**src/rtl/shift_unit_seq_if.sv**
```systemverilog
// Handshake and data bundle for the sequential shift unit.
// The master drives requests; the slave (the shifter) returns the result and status.
interface shift_unit_seq_if #(
  parameter int unsigned W  = 8,
  parameter int unsigned SW = 3
);
  logic          load;
  logic          start;
  logic [2:0]    mode;
  logic [SW-1:0] shamt;
  logic [W-1:0]  data_in;
  logic          s_in;
  logic [W-1:0]  out;
  logic          carry_out;
  logic          busy;
  logic          done;

  modport master (
    output load, start, mode, shamt, data_in, s_in,
    input  out, carry_out, busy, done
  );

  modport slave (
    input  load, start, mode, shamt, data_in, s_in,
    output out, carry_out, busy, done
  );
endinterface

```
**src/rtl/shift_unit_seq.sv**
```systemverilog
// Bit-serial shifter/rotator: one position per clock under a start/busy/done handshake.
// Supports LSL, LSR, ASR, ROL, ROR, LSL with zero fill, and a timed NOP.
module shift_unit_seq #(
  parameter int unsigned W  = 8,
  parameter int unsigned SW = 3
) (
  input logic             clk_i,
  input logic             reset_i,
  shift_unit_seq_if.slave bus
);

  typedef enum logic [1:0] {StIdle, StShift, StDone} state_e;

  localparam logic [2:0] ModeLsl  = 3'd0;
  localparam logic [2:0] ModeLsr  = 3'd1;
  localparam logic [2:0] ModeAsr  = 3'd2;
  localparam logic [2:0] ModeRol  = 3'd3;
  localparam logic [2:0] ModeRor  = 3'd4;
  localparam logic [2:0] ModeLsl0 = 3'd5;

  state_e        state_q;
  logic [W-1:0]  out_q, out_d;
  logic          carry_q, carry_d;
  logic [2:0]    mode_q;
  logic [SW-1:0] count_q;

  // Single-step result for the latched mode; s_in is sampled live each step.
  always_comb begin
    out_d   = out_q;
    carry_d = carry_q;
    case (mode_q)
      ModeLsl: begin
        out_d   = {out_q[W-2:0], bus.s_in};
        carry_d = out_q[W-1];
      end
      ModeLsr: begin
        out_d   = {bus.s_in, out_q[W-1:1]};
        carry_d = out_q[0];
      end
      ModeAsr: begin
        out_d   = {out_q[W-1], out_q[W-1:1]};
        carry_d = out_q[0];
      end
      ModeRol: begin
        out_d   = {out_q[W-2:0], out_q[W-1]};
        carry_d = out_q[W-1];
      end
      ModeRor: begin
        out_d   = {out_q[0], out_q[W-1:1]};
        carry_d = out_q[0];
      end
      ModeLsl0: begin
        out_d   = {out_q[W-2:0], 1'b0};
        carry_d = out_q[W-1];
      end
      default: begin
        out_d   = out_q;
        carry_d = carry_q;
      end
    endcase
  end

  always_ff @(posedge clk_i) begin
    if (reset_i) begin
      state_q <= StIdle;
      out_q   <= '0;
      carry_q <= 1'b0;
      mode_q  <= '0;
      count_q <= '0;
    end else begin
      unique case (state_q)
        StIdle: begin
          // Load wins over start and leaves carry untouched.
          if (bus.load) begin
            out_q <= bus.data_in;
          end else if (bus.start) begin
            out_q   <= bus.data_in;
            carry_q <= 1'b0;
            mode_q  <= bus.mode;
            count_q <= bus.shamt;
            state_q <= (bus.shamt != '0) ? StShift : StDone;
          end
        end
        StShift: begin
          out_q   <= out_d;
          carry_q <= carry_d;
          count_q <= count_q - SW'(1);
          if (count_q == SW'(1)) begin
            state_q <= StDone;
          end
        end
        StDone: begin
          state_q <= StIdle;
        end
        default: begin
          state_q <= StIdle;
        end
      endcase
    end
  end

  assign bus.out       = out_q;
  assign bus.carry_out = carry_q;
  assign bus.busy      = (state_q != StIdle);
  assign bus.done      = (state_q == StDone);

endmodule

```
**src/flat_wrapper.sv**
```systemverilog
// flat-port wrapper written by rule: the top's interface ports become plain ports
module shift_unit_seq_flat 
#(
  parameter int unsigned W  = 8,
  parameter int unsigned SW = 3
)
  (clk_i, reset_i, bus_load, bus_start, bus_mode, bus_shamt, bus_data_in, bus_s_in, bus_out, bus_carry_out, bus_busy, bus_done);
  shift_unit_seq_if #(.W(W), .SW(SW)) bus_i ();
  input logic clk_i;
  input logic reset_i;
  input wire logic [$bits(bus_i.load)-1:0] bus_load;
  input wire logic [$bits(bus_i.start)-1:0] bus_start;
  input wire logic [$bits(bus_i.mode)-1:0] bus_mode;
  input wire logic [$bits(bus_i.shamt)-1:0] bus_shamt;
  input wire logic [$bits(bus_i.data_in)-1:0] bus_data_in;
  input wire logic [$bits(bus_i.s_in)-1:0] bus_s_in;
  output wire logic [$bits(bus_i.out)-1:0] bus_out;
  output wire logic [$bits(bus_i.carry_out)-1:0] bus_carry_out;
  output wire logic [$bits(bus_i.busy)-1:0] bus_busy;
  output wire logic [$bits(bus_i.done)-1:0] bus_done;
  assign bus_i.load = bus_load;
  assign bus_i.start = bus_start;
  assign bus_i.mode = bus_mode;
  assign bus_i.shamt = bus_shamt;
  assign bus_i.data_in = bus_data_in;
  assign bus_i.s_in = bus_s_in;
  assign bus_out = bus_i.out;
  assign bus_carry_out = bus_i.carry_out;
  assign bus_busy = bus_i.busy;
  assign bus_done = bus_i.done;
  shift_unit_seq #(.W(W), .SW(SW)) u_core (.clk_i(clk_i), .reset_i(reset_i), .bus(bus_i));
endmodule
```
**config.mk**
```make
export PLATFORM = sky130hd
export DESIGN_NAME = shift_unit_seq_flat
export DESIGN_NICKNAME = d
export VERILOG_FILES = /design/src/rtl/shift_unit_seq_if.sv /design/src/rtl/shift_unit_seq.sv /design/src/flat_wrapper.sv
export SDC_FILE = /design/constraint.sdc
export NUM_CORES = 1
export LEC_CHECK = 0
export ABC_AREA = 0
export ABC_CLOCK_PERIOD_IN_PS = 2300
export CAP_MARGIN = 10
export CORE_ASPECT_RATIO = 0.9
export CORE_MARGIN = 2
export CORE_UTILIZATION = 47
export DETAILED_ROUTE_END_ITERATION = 10
export PLACE_DENSITY_LB_ADDON = 0.2
export SLEW_MARGIN = 20
export SYNTH_ARGS = -nofsm -noshare
export SYNTH_HDL_FRONTEND = slang
export SYNTH_SLANG_ARGS = --single-unit
```
**constraint.sdc**
```tcl
create_clock -name clk_i -period 2.3 [get_ports clk_i]
set_clock_uncertainty 0.2 [all_clocks]
set_input_delay 0.345 -clock clk_i [delete_from_list [all_inputs] [get_ports clk_i]]
set_output_delay 0.345 -clock clk_i [all_outputs]
set_load 0.1 [all_outputs]
```
==> metrics.md <==
| Metric | Value |
|---|---|
| Outcome | finished, final reports clean |
| # hold bufs at CTS | 0 |
| RSZ-0062 raised after global routing | false |
| CORE AREA | between 2000 and 2500 um^2 |
| Top_reg_cell synth | dfxtp_1 |
| Post-route DRC | 0 |
| Power Density | slightly above 600 nW/um^2 |
| Port Buf Inserts | 29 |
| Overflow after GRT | 0 |
| Worst-Margin Slew | 0.684 ns |
| Die H | 49.9 um |
| Worst R2R Start | u_core.state_q[0]$_SDFFE_PP0P_ |
| #FFs+latches synth | 17 |
| Seq/Total Area, Yosys | between 30% and 40% |
| Number of global-route vias before repair | just over 1000 |
| Min-delay worst type | reg -> reg |
| Crit Path Class | reg -> reg |
| H-tree depth | 1 |
| DP Worst Slack | ~0.19 ns |
| # IOs | 30 |
| Fin. max-slew vios | 0 |
| Clock root cell | clkbuf_4 |
| First-pass GRT wire length | 4400 um |
| Yosys warning count | 0 |
| Final hold violation count | 0 |
| Die area | 2740 um^2 |
| Post CTS Setup Buffer Count | 0 |
| Mean routed wirelength per cell | 15.3 um |
| Clk sinks | 17 |
| ANT cells | 0 |
| Gr usage total | 21.7% |
| Area delta synth->final | 26.3% |
| CP Launch Point | u_core.state_q[0]$_SDFFE_PP0P_ |
| Mapped Nets | ~150 |
| Post-CTS Resized | 0 |
| Yosys cell types | 42 |
| Routability congestion estimate | between 0.7 and 0.8 |
| Synthesized area | roughly 1100 um^2 |
| Synth Instances | around 130 |
| Max capacitance violation total | 0 |
| Leakage power total | 0.000522 uW |
| WP data required | 2.32 ns |
| Avg Cell Area, Syn | ~9 um^2 |
| Detailed placement HPWL | about 1900 um |
| Die Wd | roughly 55 um |
| Final Critical Period | between 1.5 and 2 ns |
| Antenna-violating nets left | 0 |
| Setup ws final | about 0.37 ns |
| Share of cells above drive strength 1 | roughly 17% |
| Largest net degree at the start of global routing | 18 |
| # nets final | around 170 |
| Clock Path Buffers | 2 |
| Cell taking the most area after synthesis | dfxtp_1 |
| Setup TNS | 0 ns |
| Fin crit share | a little over four fifths |
| Largest cells by area after synthesis | dfxtp_1, a311oi_1, nor2_1 |
| Final hold slack | roughly 0.27 ns |
| Detailed Route WL | 2690 um |
| Commonest non-fill, non-tap cell in the layout | clkdlybuf4s50_1 |
| Top-area cell type share of the netlist area | between 30% and 40% |
| First DRT Iteration DRCs | 21 |
| CTS Buf Count | 3 |
| Worst EP arrival | slightly below 2 ns |
| Commonest non-fill, non-tap cells in the layout | clkdlybuf4s50_1, dfxtp_1, nor2_1 |
| Startpoint Class | flop |
| Number of setup violations in the final report | 0 |
| Worst Hold Launch | u_core.count_q[1]$_SDFFE_PP0P_ |
| Drt pass-1 iters | 4 |
| Slew Limit Headroom | between 50 and 60% |
| EDFF count, synth | 0 |
| Async SR Flop Fraction | 0% |
| CTS tree | built |
| Fmax | 0.519 GHz |
| Row cnt | 16 |
| Total number of vias | ~1000 |
| Peak VDD IR | approximately 380 uV |
| Initial antenna violation count | 0 |
| Drt via density | about 5.8 |
| CTS clk-pin slew, worst paths | 0.10 ns |
| Initial core utilization | approximately half |
| Crit end category | flop |
| Worst-Skew Late Latency | between 0.2 and 0.3 ns |
| Max Fanout on Critical Path | 11 |
routing by layer:
| metal | share of wire (%) | GRT usage, % |
|---|---|---|
| met1 | 46 | 29.1 |
| met2 | 49 | 34.9 |
| met3 | 4.3 | 2.73 |
| met4 | 1.3 | 7.72 |
| met5 | 0 | 0 |
Yosys cell counts (2+ instances only):
library cell   n
clkbuf_1       3
o21ai_0        2
nand2_1       10
a311o_1        2
nand2b_1       2
a21oi_1        5
nor3b_1        2
nor3_4         2
o211ai_1       6
nor3_1         2
buf_6          4
buf_2          4
dfxtp_1       17
inv_1          5
or4_1          6
nor2_1        15
ha_1           2
nor2b_1        3
a311oi_1       7
mux2i_1        4
report_power, final:
group / internal (uW) / leakage [uW] / total (uW) / switching (uW)
Sequential: 319 / 0.000140 / 356 / 36.3
Clock: 67.4 / 0.0000150 / 161 / 93.7
Combinational: 120 / 0.000366 / 333 / 213
state kept, by name (all words and copies together), names as in the netlist:
register and cells:
u_core.mode_q 3, u_core.bus.carry_out 1, u_core.bus.out 8, u_core.count_q 3, u_core.state_q 2
per-stage QoR:
step | cells | utilization [%] | area, um^2 | power [uW]
6_report | 176 | 63.0 | 1390 | 850
2_1_floorplan | 125 | - | 1100 | 606
3_3_place_gp | 172 | 61.8 | 1360 | 686
3_5_place_dp | 172 | 61.8 | 1360 | 695
4_1_cts | 176 | 63.0 | 1390 | 857
5_1_grt | 176 | 63.0 | 1390 | 894
logic make-up (layout without fill, tap and decap cells):
family / Yosys count / count (layout) / synth area share [%]
flip-flops: 17 / 17 / 31.0
buffers and inverters: 16 / 40 / 8.66
multiplexers: 5 / 5 / 4.67
AND/OR/NAND/NOR: 48 / 48 / 26.4
adder cells (fa/ha/maj): 2 / 2 / 2.28
AO/OA/AOI/OAI: 36 / 36 / 26.2
XOR/XNOR: 1 / 1 / 0.797
cell type report:
class	count	area [um^2]
sequential	17	340
multi-input combinational	92	666
timing repair buffer	31	303
inverter	5	18.8
clock buffer	4	26.3
tap	27	33.8
fill	208	815
worst paths after layout:
| check | end | slack [ns] | depth (start not counted) |
|---|---|---|---|
| worst min register to register | u_core.count_q[1]$_SDFFE_PP0P_ | 0.27 | 2 |
| worst max-delay path | u_core.bus.out[7]$_SDFFE_PP0P_ | 0.37 | 4 |
| worst max register to register | u_core.bus.out[7]$_SDFFE_PP0P_ | 0.37 | 4 |
| worst min-delay path | u_core.count_q[1]$_SDFFE_PP0P_ | 0.27 | 2 |
worst max-delay path, stage by stage, from the launching register on:
cell     delay, ns
dfxtp_1       0.63
nor3_1        0.20
a311o_1       0.37
a311o_1       0.34
a21oi_2       0.12
No activity file was read; power rests on OpenSTA's default activity.
